$ cat src/rtl/data_write_sink.sv
// data_write_sink: receiving end of the data-cache data-array write path.
// Buffers arbitrated 128-bit write requests in a 2-entry FIFO and drains each
// entry onto a 64-bit single-ported SRAM write port, one half per cycle.
// Array reads (io_rd_valid) own the SRAM port and stall draining.
//
// Ports:
//   clock, reset       : clock, synchronous active-high reset
//   io_in_*            : valid/ready write request {way_en, addr, wmask, data}
//   io_rd_valid        : array read holds the SRAM port this cycle
//   io_sram_*          : SRAM write strobe, way enable, {row, half} address, data
//   io_count, io_busy  : FIFO occupancy and non-empty flag
module data_write_sink (
  input  logic         clock,
  input  logic         reset,
  input  logic         io_in_valid,
  output logic         io_in_ready,
  input  logic [7:0]   io_in_bits_way_en,
  input  logic [11:0]  io_in_bits_addr,
  input  logic [1:0]   io_in_bits_wmask,
  input  logic [127:0] io_in_bits_data,
  input  logic         io_rd_valid,
  output logic         io_sram_wen,
  output logic [7:0]   io_sram_way_en,
  output logic [12:0]  io_sram_addr,
  output logic [63:0]  io_sram_wdata,
  output logic [1:0]   io_count,
  output logic         io_busy
);

  logic [7:0]   way_q   [2];
  logic [11:0]  addr_q  [2];
  logic [1:0]   wmask_q [2];
  logic [127:0] data_q  [2];

  logic       head_q, head_d;
  logic       tail_q, tail_d;
  logic [1:0] count_q, count_d;
  logic       beat_q, beat_d;

  logic       push, pop, drain, empty, half;
  logic [1:0] hd_mask;

  assign empty       = (count_q == 2'd0);
  assign io_in_ready = (count_q != 2'd2);
  assign push        = io_in_valid && io_in_ready;
  assign drain       = !empty && !io_rd_valid;
  assign hd_mask     = wmask_q[head_q];

  always_comb begin
    half   = 1'b0;
    pop    = 1'b0;
    beat_d = beat_q;
    case (hd_mask)
      2'b01: begin
        half = 1'b0;
        pop  = drain;
      end
      2'b10: begin
        half = 1'b1;
        pop  = drain;
      end
      2'b11: begin
        half = beat_q;
        pop  = drain && beat_q;
        if (drain) beat_d = ~beat_q;
      end
      default: begin
        // Empty mask: retire the entry in one cycle without writing.
        half = 1'b0;
        pop  = drain;
      end
    endcase
  end

  always_comb begin
    head_d  = pop  ? ~head_q : head_q;
    tail_d  = push ? ~tail_q : tail_q;
    count_d = count_q;
    case ({push, pop})
      2'b10:   count_d = count_q + 2'd1;
      2'b01:   count_d = count_q - 2'd1;
      default: count_d = count_q;
    endcase
  end

  // The reset cycle must never issue a write, even with stale entries queued.
  assign io_sram_wen    = drain && (hd_mask != 2'b00) && !reset;
  assign io_sram_way_en = empty ? 8'd0  : way_q[head_q];
  assign io_sram_addr   = empty ? 13'd0 : {addr_q[head_q], half};
  assign io_sram_wdata  = empty ? 64'd0 :
                          (half ? data_q[head_q][127:64] : data_q[head_q][63:0]);
  assign io_count       = count_q;
  assign io_busy        = !empty;

  always_ff @(posedge clock) begin
    if (reset) begin
      head_q  <= 1'b0;
      tail_q  <= 1'b0;
      count_q <= 2'd0;
      beat_q  <= 1'b0;
    end else begin
      head_q  <= head_d;
      tail_q  <= tail_d;
      count_q <= count_d;
      beat_q  <= beat_d;
    end
  end

  // Payload storage needs no reset: outputs are gated by the occupancy count.
  always_ff @(posedge clock) begin
    if (push) begin
      way_q[tail_q]   <= io_in_bits_way_en;
      addr_q[tail_q]  <= io_in_bits_addr;
      wmask_q[tail_q] <= io_in_bits_wmask;
      data_q[tail_q]  <= io_in_bits_data;
    end
  end

endmodule

$ cat config.mk
export PLATFORM = sky130hd
export DESIGN_NAME = data_write_sink
export DESIGN_NICKNAME = d
export VERILOG_FILES = /design/src/rtl/data_write_sink.sv
export SDC_FILE = /design/constraint.sdc
export NUM_CORES = 1
export LEC_CHECK = 0
export ABC_AREA = 1
export CAP_MARGIN = 25
export CORE_MARGIN = 3
export CORE_UTILIZATION = 25
export DETAILED_ROUTE_END_ITERATION = 16
export HOLD_SLACK_MARGIN = 0.05
export REMOVE_ABC_BUFFERS = 1
export SLEW_MARGIN = 0
export SYNTH_ARGS = -nofsm -noshare
export SYNTH_HDL_FRONTEND = slang
export SYNTH_SLANG_ARGS = --single-unit
$ cat constraint.sdc
create_clock -name clock -period 10.95 [get_ports clock]
set_input_delay 2.19 -clock clock [delete_from_list [all_inputs] [get_ports clock]]
set_output_delay 2.19 -clock clock [all_outputs]
set_load 0.05 [all_outputs]
After elaboration in Yosys (flattened, before gate mapping) --
Memories as Yosys holds them, arrays and structs flattened. A register that Yosys moved wholly into a read port is not among the register bits. Cells that the tools add are included.
Operators by class: bitwise operators 3, add/subtract/negate cells 2, muxes and demuxes 17, reduce and logical (&&, ||, !) cells 12, eq/ne operators 5
Operators with widths (count):
- $mux 64 | 2
- $mux 13 | 1
- $mux 1 | 11
- $mux 8 | 1
- $eq 2x2->1 const B | 3
- $logic_and 1x1->1 | 5
- $pmux 2 s2 | 1
- $reduce_bool 2->1 | 2
- $logic_not 1->1 | 3
- $not 1->1 | 3
- $add 2x1->2 const B | 1
- $eq 2x1->1 const B | 1
- $logic_not 2->1 | 1
- $ne 2x2->1 const B | 1
- $pmux 1 s2 | 1
- $reduce_and 2->1 | 1
- $sub 2x1->2 const B | 1
Word-level totals: register bits after elaboration 5, memories kept 4, bits in writable memories 300, input port bits 154
Memories:
- data_q | depth 2, bits a word 128, read ports 1, clocked after Yosys merged registers in 1, wr ports 1, RTL line 33 | logic [127:0] data_q [2];
- addr_q | depth 2, bits a word 12, read ports 1, clocked after Yosys merged registers in 1, wr ports 1, RTL line 31 | logic [11:0] addr_q [2];
- way_q | depth 2, bits a word 8, read ports 1, clocked after Yosys merged registers in 1, wr ports 1, RTL line 30 | logic [7:0] way_q [2];
- wmask_q | depth 2, bits a word 2, read ports 1, clocked after Yosys merged registers in 1, wr ports 1, RTL line 32 | logic [1:0] wmask_q [2];

Depth between registers and ports, before layout --
Gate-level depths: netlist of run 1.
word-level depth 7, depth in mapped cells 13

Worst setup path after synthesis of run 1 --
Ideal clock, no wire load.
path type input to register, from input io_in_valid, to memory addr_q[1][0], enable pin, stages on the path 2, arrival time 8.558 ns, library setup time 0.664 ns, slack 1.728 ns, path through nand2_1 nor2_1
On the way: word-level cells in the longest chain between the ends 3
Ends and longest elaborated chain:
- from (decl) | RTL line 15 | input logic io_in_valid,
- $logic_and 1x1->1 | RTL line 45 | assign push = io_in_valid && io_in_ready;
- $mux 1 | RTL line 111 | if (push) begin
- $mux 1 (implied by the code) | RTL line 113 | addr_q[tail_q] <= io_in_bits_addr;
- to (decl) | RTL line 31
No other way between the ends.

==> summary.md, run 1 <==
| Metric | Value |
|---|---|
| Outcome | finished clean |
| Setup Fix Bufs, Post-CTS | 0 |
| Maximum clock insertion buffer count | 3 |
| YS warnings | 0 |
| Hold-fix buffers, CTS | 0 |
| Ys async rst share | 0% |
| Setup ws final | 3.59 ns |
| Overall power | 3.99 mW |
| Share of cells above drive strength 1 | 11.8% |
| DRC Markers | 0 |
| Cells resized by post-CTS repair | 0 |
| Final Max Tran Viols | 0 |
| Dpl hpwl | 18.4 mm |
| R2r setup slk | 7.41 ns |
| ANT nets after route | 0 |
| Synth Area in XOR/XNOR | 0% |
| Count leader, synth | nand2_1 |
| Post-Place Cells | 1,904 |
| WHS Path Cells | 2 |
| MaxCap Viol Count | 0 |
| Mux contribution to synthesized area | 0% |
| Worst path required time | 8.76 ns |
| Total global routing overflow | 0 |
| Post-Synthesis Cells | 1,051 |
| RSZ-0062 raised after global routing | no |
| Clock Sinks | 306 |
| Final Wtd Congestion | 0.723 |
| Syn Area/Cell | 12.0 um^2 |
| Commonest cells post-synth | 305 x nand2_1, 300 x edfxtp_1, 134 x nor2_1 |
| Worst R2R Path Depth | 12 |
| Storage cell area | 9130 um^2 |
| Area of the core | 49,300 um^2 |
| Setup CP Type | flop to output port |
| Post-layout min period | 7.36 ns |
| Period utilization | 67.2% |
| Area grow syn2layout | 33.2% |
| Worst Clk Skew | 0.0113 ns |
| DRT iter0 DRCs | 607 |
| Port Buffers | 243 |
| Max VDD drop | 163 uV |
| Routed WL per cell | 16.3 um |
| Number of synthesized flops with an enable pin | 300 |
| WL final | 32.0 mm |
| Rel. slew slack | 37.3% |
| TritonCTS clock tree | done |
| Via/cell ratio | 4.27 |
| Chip height | 230 um |
| Max FO, Critical Path | 79 |
| Hold Crit Class | flop to flop |
| Main synth FF type | edfxtp_1 |
| Cts bufs inserted | 36 |
| Die area | 53,000 um^2 |
| Reg clk slew, reported paths | 0.06 ns |
| Antenna Cells | 0 |
| Initial Utilization | 25.5% |
| Initial antenna violation count | 4 |
| Count of cell types in the netlist | 26 |
| Hold wc startpoint | beat_q |
| Total number of vias | 8,403 |
| FF-to-FF End | io_count[1] |
| Critical path capture point type | output port |
| First-pass GRT wire length | 49.5 mm |
| Non-filler cells, final | 1,970 |
| Rows | 81 |
| Pre-CTS WS | 3.53 ns |
| Crit start category | flop |
| Hold EP | beat_q |
| Top cells by area, synth | edfxtp_1 72%, nand2_1 9.1%, nor2_1 4.0% |
| Clk_lat worst skew | 0.52 ns |
| Nets | 1,435 |
| Post-synth top area share | 71.7% |
| Num ports | 244 |
| Final hold vios | 0 |
| Leak pwr | 6.00 nW |
| Synth Area in Adders | 0.0996% |
| Largest net degree at the start of global routing | 132 |
| Register bit total from synthesis | 306 |
| Pwr dens | 238 nW/um^2 |
| Synthesized area | 12,600 um^2 |
| H-tree levels | 2 |
| Clock Tree Root | clkbuf_16 |
| Pre-Repair DR Iteration Count | 5 |
| Worst slew pin tran | 0.941 ns |
| Multi-input logic area | 3040 um^2 |
| Die W | 230 um |
| Compound-Gate Fraction of Synth Area | 3.67% |
| Max Clk Rate | 136 MHz |
| Fillers | 4,940 |
| Vias in the first global route | 8,482 |
| Area leader, netlist | edfxtp_1 |
| Tot GR Track Use | 12.0% |
| Data arrival, critical path | 5.17 ns |
| Final setup TNS | 0 ns |
| Post-synthesis simple-gate area fraction | 20.2% |
| Final Hold Slack | 0.476 ns |
| Final setup vio count | 0 |
| Sequential share of the synthesized area | 72.7% |
| Largest family of logic cells by synthesized area | simple AND/OR/NAND/NOR gates |
==> power breakdown <==
| part | internal (mW) | total (mW) | switching, mW |
|---|---|---|---|
| clock network | 0.684 | 1.15 | 0.464 |
| logic | 0.422 | 1.38 | 0.958 |
| registers | 1.43 | 1.46 | 0.0304 |
==> through the flow <==
stage | util, % | area, um^2
after detailed placement | 31.6 | 15600
after global placement | 31.6 | 15500
after global routing | 34.0 | 16700
after floorplan | - | 12200
final | 34.0 | 16700
after CTS | 33.9 | 16700
==> cell type report <==
cell class	instances	share of cell area [%]
timing repair buffer	252	15.4
clock inverter	18	0.815
sequential	306	54.6
tap	664	4.96
clock buffer	46	5.91
inverter	9	0.239
multi-input combinational	675	18.1
==> placed cells by master (no fill, tap or decap) <==
cell type	netlist	routed
nand3_2	15	15
clkinvlp_4	0	1
clkinv_1	0	8
nand2_2	4	3
buf_16	0	1
nand3_1	52	52
a21oi_1	25	25
nand2_4	2	3
inv_1	7	6
nor2_1	134	132
dfxtp_4	0	1
buf_4	16	4
inv_6	0	1
inv_4	1	2
clkdlybuf4s50_1	0	243
buf_12	0	4
ha_1	1	1
nor2_2	4	4
dfxtp_1	6	5
or2_2	64	64
o21ai_0	66	66
clkinv_2	0	7
clkbuf_1	16	6
clkbuf_16	0	37
bufinv_16	0	2
nor3_1	1	1
nand2_1	305	305
edfxtp_1	300	300
nor2_4	0	2
clkbuf_8	0	3
o21ai_1	1	1
nand4_1	1	1
==> registers in the layout (all words and copies together) (netlist names), named ones only <==
| signal | cells |
|---|---|
| data_q | 256 |
| addr_q | 24 |
| way_q | 16 |
| wmask_q | 4 |
| io_count | 2 |
| beat_q | 1 |
| head_q | 1 |
| tail_q | 1 |
==> per-layer routing <==
layer  routed length [um]  up-vias  track usage [%]
met5                   44        -                0
met4                  544        6             3.06
met3                 2390       41             4.09
met2                14700      251             18.9
met1                14300     4049             15.9
li1                     -     4056                -
==> cells by family (layout without fill, tap and decap cells) <==
| family | count (synthesis) | count (layout) |
|---|---|---|
| and+or+nand+nor | 582 | 582 |
| AOI/OAI and AO/OA | 92 | 92 |
| adders and majority gates | 1 | 1 |
| buffers and inverters | 70 | 325 |
| DFF | 306 | 306 |
==> worst max-delay path by stage <==
stage                     start                end  slack (ns)
floorplan           io_in_valid       addr_q[1][0]        1.73
global placement           flop  io_sram_wdata[15]        3.55
detailed placement         flop  io_sram_wdata[15]        3.53
CTS                        flop  io_sram_wdata[15]        2.95
global route               flop  io_sram_wdata[15]        3.27
finish                     flop  io_sram_wdata[15]        3.59
==> worst max-delay path, cell delays in order (launching register included) <==
cell and delay, ns:
dfxtp_4 0.43, inv_4 0.66, buf_4 0.76, nand2_2 0.13
nand2_4 0.39, nand2_2 0.14, inv_4 0.62, nor2_1 0.08
nor2_1 0.48, clkdlybuf4s50_1 0.91
(Power assumes the default switching activity.)
==> inputs of run 2 (changes only) <==
Clock period 10.95 ns to 7.3 ns, I/O delays scaled along.
==> summary.md, run 2 (same netlist as run 1, synthesis figures left out) <==
| Metric | Value |
|---|---|
| Outcome | finished clean |
| Setup ws final | 1.57 ns (-2.02 ns) |
| Initial antenna violation count | 3 (-1) |
| Nets | 1,437 (+0.14%) |
| Largest net degree at the start of global routing | 132 (unchanged) |
| Dpl hpwl | 18.4 mm (-0.47%) |
| TritonCTS clock tree | done |
| Setup Fix Bufs, Post-CTS | 0 (unchanged) |
| Pre-Repair DR Iteration Count | 4 (-1) |
| Rel. slew slack | 34.6% (-2.7 points) |
| Area grow syn2layout | 33.1% |
| Cts bufs inserted | 36 (unchanged) |
| Max FO, Critical Path | 64 (-19%) |
| Crit start category | flop |
| Hold-fix buffers, CTS | 0 (unchanged) |
| Final core utilization | 33.9% (-0.043 points) |
| Rows | 81 (unchanged) |
| Final Wtd Congestion | 0.735 (+1.6%) |
| WL final | 32.4 mm (+1.2%) |
| First-pass GRT wire length | 48.8 mm (-1.5%) |
| Cells resized by post-CTS repair | 0 (unchanged) |
| Most common cell after layout, fill and taps aside | nand2_1 |
| DRT iter0 DRCs | 578 (-4.8%) |
| Fillers | 4,921 (-0.38%) |
| Via/cell ratio | 4.22 (-1.2%) |
| Hold Crit Class | flop to flop |
| Max Clk Rate | 174 MHz |
| Worst R2R Path Depth | 12 (unchanged) |
| Overall power | 5.95 mW (+49%) |
| Reg clk slew, reported paths | 0.06 ns (about the same) |
| Clock Sinks | 306 (unchanged) |
| RSZ-0062 raised after global routing | no |
| Post-layout min period | 5.73 ns |
| MaxCap Viol Count | 0 (unchanged) |
| Data arrival, critical path | 4.27 ns (-0.90 ns) |
| Vias in the first global route | 8,394 (-1.0%) |
| Period utilization | 78.5% |
| Port Buffers | 243 (unchanged) |
| Total global routing overflow | 0 (unchanged) |
| Pwr dens | 356 nW/um^2 (+49%) |
| Final Max Tran Viols | 0 (unchanged) |
| Final hold vios | 0 (unchanged) |
| Placement Cell Area | 15,600 um^2 (+0.14%) |
| Worst slew pin tran | 0.981 ns (+0.0407 ns) |
| Final setup vio count | 0 (unchanged) |
| Die area | 53,000 um^2 (unchanged) |
| Clk_lat worst skew | 0.52 ns (about the same) |
| Cell area after layout | 16,700 um^2 (-0.13%) |
| Maximum clock insertion buffer count | 3 (unchanged) |
| Chip height | 230 um (unchanged) |
| ANT nets after route | 0 (unchanged) |
| H-tree levels | 2 (unchanged) |
| Pre-CTS WS | 2.06 ns (-1.47 ns) |
| WHS Path Cells | 2 (unchanged) |
| Worst Clk Skew | 0.0167 ns (+0.00547 ns) |
| DRC Markers | 0 (unchanged) |
| Leading cell types in the layout, fill and taps excluded | 305 x nand2_1, 300 x edfxtp_1, 243 x clkdlybuf4s50_1 |
| Worst path required time | 5.84 ns (-2.92 ns) |
| Tot GR Track Use | 11.9% (-0.12 points) |
| Num ports | 244 (unchanged) |
| Leak pwr | 5.98 nW (-0.29%) |
| Clock Tree Root | clkbuf_16 |
| Area of the core | 49,300 um^2 (unchanged) |
| Max reg flops | 256 (unchanged) |
| Share of cells above drive strength 1 | 11.7% (-0.077 points) |
| Top Registers | data_q: 256 flops, addr_q: 24 flops, way_q: 16 flops |
| Critical path capture point type | output port |
| Total number of vias | 8,309 (-1.1%) |
| Initial Utilization | 25.5% (unchanged) |
| Most flop-heavy register | data_q |
| Setup CP Type | flop to output port |
| Die W | 230 um (unchanged) |
| Routed WL per cell | 16.4 um (+1.1%) |
| Max VDD drop | 201 uV (+23%) |
## run 2: cell count changes in the layout (fill, tap and decap cells not counted), sizes merged
cell,before,now
diode,0,1
clkinvlp,1,2
buf,9,11
clkinv,15,12
clkbuf,46,47
inv,9,8
## run 2: path summary, 6_finish.rpt
| kind | startpoint | end | slack (ns) |
|---|---|---|---|
| setup / recovery | flop | io_sram_wdata[15] | 1.57 |
| hold / removal | beat_q | beat_q | 0.48 |
| setup reg to reg | flop | io_count[1] | 4.45 |
| hold reg to reg | beat_q | beat_q | 0.48 |
## run 2: stage by stage
step,instances,TNS (ns),hold WS (ns)
global route,1970,0,0.515
global placement,1906,0,0.456
detailed placement,1907,0,0.464
floorplan,990,-357.75,0.438
CTS,1969,0,0.474
finish,1971,0,0.476
## run 2: worst max-delay path, cell delays in order (launching register included)
cell and delay (ns):
dfxtp_4 0.84, inv_4 0.36, nand2_2 0.18, nand2_4 0.08, nand2_4 0.07, nand2_2 0.07, inv_4 0.64, nor2_1 0.07
nor2_1 0.46, clkdlybuf4s50_1 0.91
## run 2: routing by layer
| metal | GRT usage, % | part of all wire, % |
|---|---|---|
| met5 | 0 | 0.14 |
| met4 | 3.60 | 2.0 |
| met3 | 4.06 | 7.8 |
| met2 | 19.4 | 47 |
| met1 | 14.9 | 43 |
## run 2: cell type report
type	count	area, um^2	share of cell area, %
multi-input combinational	675	3040	18.2
tap	664	831	4.97
clock buffer	47	973	5.82
antenna	1	2.50	0.0150
clock inverter	15	126	0.756
inverter	9	40.0	0.240
sequential	306	9130	54.6
timing repair buffer	254	2570	15.4
## run 2: where the power goes
part | internal, mW | switching, mW
Combinational | 0.631 | 1.42
Clock | 1.01 | 0.681
Sequential | 2.14 | 0.0613
Total | 3.78 | 2.17
==> inputs of run 3 (changes only) <==
Clock period 7.3 ns to 4.7 ns, I/O delays scaled along.
==> summary.md, run 3 (same netlist as run 1, synthesis figures left out) <==
| Metric | Value |
|---|---|
| Critical Path Max Stage Delay | 0.83 ns (-0.08 ns) |
| Top delay family on crit path | buffers and inverters |
| Clock Tree Root | clkbuf_16 |
| H-tree levels | 2 (unchanged) |
| TritonCTS clock tree | done |
| Max FO, Critical Path | 68 (+6.3%) |
| Initial Utilization | 25.5% (unchanged) |
| Outcome | finished clean |
| Data arrival, critical path | 3.47 ns (-0.80 ns) |
| WHS Path Cells | 2 (unchanged) |
| Hold wc startpoint | beat_q |
| Final setup TNS | 0 ns (unchanged) |
| Total number of vias | 8,357 (+0.58%) |
| Clock Sinks | 306 (unchanged) |
| Most common cell after layout, fill and taps aside | nand2_1 |
| Largest net degree at the start of global routing | 151 (+14%) |
| Worst slew pin tran | 1.21 ns (+0.225 ns) |
| Reg clk slew, reported paths | 0.06 ns (about the same) |
| Area of the core | 49,300 um^2 (unchanged) |
| Pre-Repair DR Iteration Count | 4 (unchanged) |
| FF-to-FF End | io_count[1] |
| R2r setup slk | 1.65 ns (-2.80 ns) |
| Leading cell types in the layout, fill and taps excluded | 305 x nand2_1, 300 x edfxtp_1, 179 x clkdlybuf4s50_1 |
| Die area | 53,000 um^2 (unchanged) |
| Worst Clk Skew | 0.0146 ns (-0.00212 ns) |
| Vias in the first global route | 8,393 (-0.012%) |
| MaxCap Viol Count | 0 (unchanged) |
| Final hold vios | 0 (unchanged) |
| Final Max Tran Viols | 0 (unchanged) |
| Cells resized by post-CTS repair | 0 (unchanged) |
| Non-filler cells, final | 1,979 (+0.41%) |
| Crit start category | flop |
| Nets | 1,444 (+0.49%) |
| RSZ-0062 raised after global routing | no |
| Area grow syn2layout | 39.1% |
| WL final | 32.4 mm (about the same) |
| Setup Fix Bufs, Post-CTS | 0 (unchanged) |
| Initial antenna violation count | 3 (unchanged) |
| Tot GR Track Use | 12.0% (+0.11 points) |
| ANT nets after route | 0 (unchanged) |
| Cell breakdown of the critical path | nand2_1, nand2_4, buf_4, o21ai_1, nor2_1, clkdlybuf4s50_1 |
| Cts bufs inserted | 37 (+2.8%) |
| Post-layout min period | 4.41 ns |
| Port Buffers | 243 (unchanged) |
| Final Wtd Congestion | 0.723 (-1.6%) |
| Period utilization | 93.8% |
| Crit path max-delay cell type | clkdlybuf4s50_1 |
| DRC Markers | 0 (unchanged) |
| Via/cell ratio | 4.22 (+0.17%) |
| Critical path capture point type | output port |
| Hold Crit Class | flop to flop |
| Most flop-heavy register | data_q |
| Fillers | 4,832 (-1.8%) |
| Post-Place Cells | 1,914 (+0.37%) |
| Pwr dens | 573 nW/um^2 (+61%) |
| Worst R2R Path Depth | 11 (-1) |
| Rel. slew slack | 19.6% (-15 points) |
| Pre-CTS WS | 0.774 ns (-1.29 ns) |
| Rows | 81 (unchanged) |
| Max reg flops | 256 (unchanged) |
| Worst path buffer plus inverter count | 2 (-1) |
| Worst path required time | 3.76 ns (-2.08 ns) |
| First-pass GRT wire length | 49.0 mm (+0.47%) |
| Chip height | 230 um (unchanged) |
| Setup CP Type | flop to output port |
| Overall power | 10.0 mW (+68%) |
| Leak pwr | 6.38 nW (+6.7%) |
| Dpl hpwl | 19.2 mm (+4.8%) |
| Hold EP | beat_q |
| Max VDD drop | 286 uV (+42%) |
| Top Registers | data_q: 256 flops, addr_q: 24 flops, way_q: 16 flops |
| Hold-fix buffers, CTS | 0 (unchanged) |
| Setup ws final | 0.289 ns (-1.28 ns) |
| Total global routing overflow | 0 (unchanged) |
| Routed WL per cell | 16.4 um (-0.43%) |
| Share of cells above drive strength 1 | 17.2% (+5.5 points) |
| Die W | 230 um (unchanged) |
| Multi-input logic area | 3040 um^2 (unchanged) |
| Maximum clock insertion buffer count | 3 (unchanged) |
| DRT iter0 DRCs | 543 (-6.1%) |
| Clk_lat worst skew | 0.53 ns (about the same) |
| Final Hold Slack | 0.469 ns (-0.00716 ns) |
| Num ports | 244 (unchanged) |
| Max Clk Rate | 227 MHz |
| Antenna Cells | 0 (-1) |
| Final setup vio count | 0 (unchanged) |
| Storage cell area | 9130 um^2 (unchanged) |
run 3: changes by cell type in the layout (fill, tap and decap cells not counted), moves of 2 or more:
| cell | before | now |
|---|---|---|
| clkdlybuf4s50_1 | 243 | 179 |
| buf_12 | 3 | 66 |
| buf_4 | 7 | 15 |
| bufinv_16 | 2 | 5 |
| clkbuf_8 | 1 | 3 |
| clkinv_2 | 5 | 3 |
| clkinvlp_4 | 2 | 0 |
run 3: stage by stage:
step / area [um^2] / utilization (%)
5_1_grt: 17500 / 35.5
4_1_cts: 17500 / 35.5
3_3_place_gp: 16300 / 33.0
3_5_place_dp: 16300 / 33.0
2_1_floorplan: 12200 / -
6_report: 17500 / 35.5
run 3: layout make-up:
cell class | instances | area share, %
tap | 664 | 4.75
sequential | 306 | 52.3
clock inverter | 15 | 1.17
clock buffer | 50 | 5.75
timing repair buffer | 260 | 18.5
multi-input combinational | 675 | 17.4
inverter | 9 | 0.229
run 3: worst max-delay path by stage:
| stage | end | slack, ns | depth (start not counted) |
|---|---|---|---|
| 2_1_floorplan | addr_q[1][0] | -3.61 | 4 |
| 5_1_grt | io_sram_wen | 0.004 | 6 |
| 6_report | io_sram_wen | 0.29 | 6 |
| 4_1_cts | io_sram_wen | 0.15 | 6 |
| 3_3_place_gp | io_sram_wen | 0.71 | 6 |
| 3_5_place_dp | io_sram_wen | 0.77 | 6 |
run 3: power by group:
part / total (mW) / leakage, nW / internal, mW / switching, mW
Sequential: 3.41 / 2.85 / 3.33 / 0.0834
Clock: 2.84 / 0.588 / 1.77 / 1.07
Combinational: 3.76 / 2.94 / 1.42 / 2.34
run 3: layer usage:
layer	GRT usage, %	wire, um	vias to the layer above
met1	16.0	14400	4001
met4	3.76	685	4
met3	3.62	2340	51
li1	-	-	4066
met2	18.7	14900	235
met5	0	27	-
run 3: worst register-to-register path: stages (launching register included):
cell	delay [ns]
dfxtp_4	0.67
nand2_1	0.19
nand2_4	0.12
buf_4	0.78
nand3_1	0.29
nand2_1	0.14
inv_1	0.05
ha_1	0.31
nor2_1	0.11
nand2_1	0.06
o21ai_0	0.15
a21oi_1	0.06
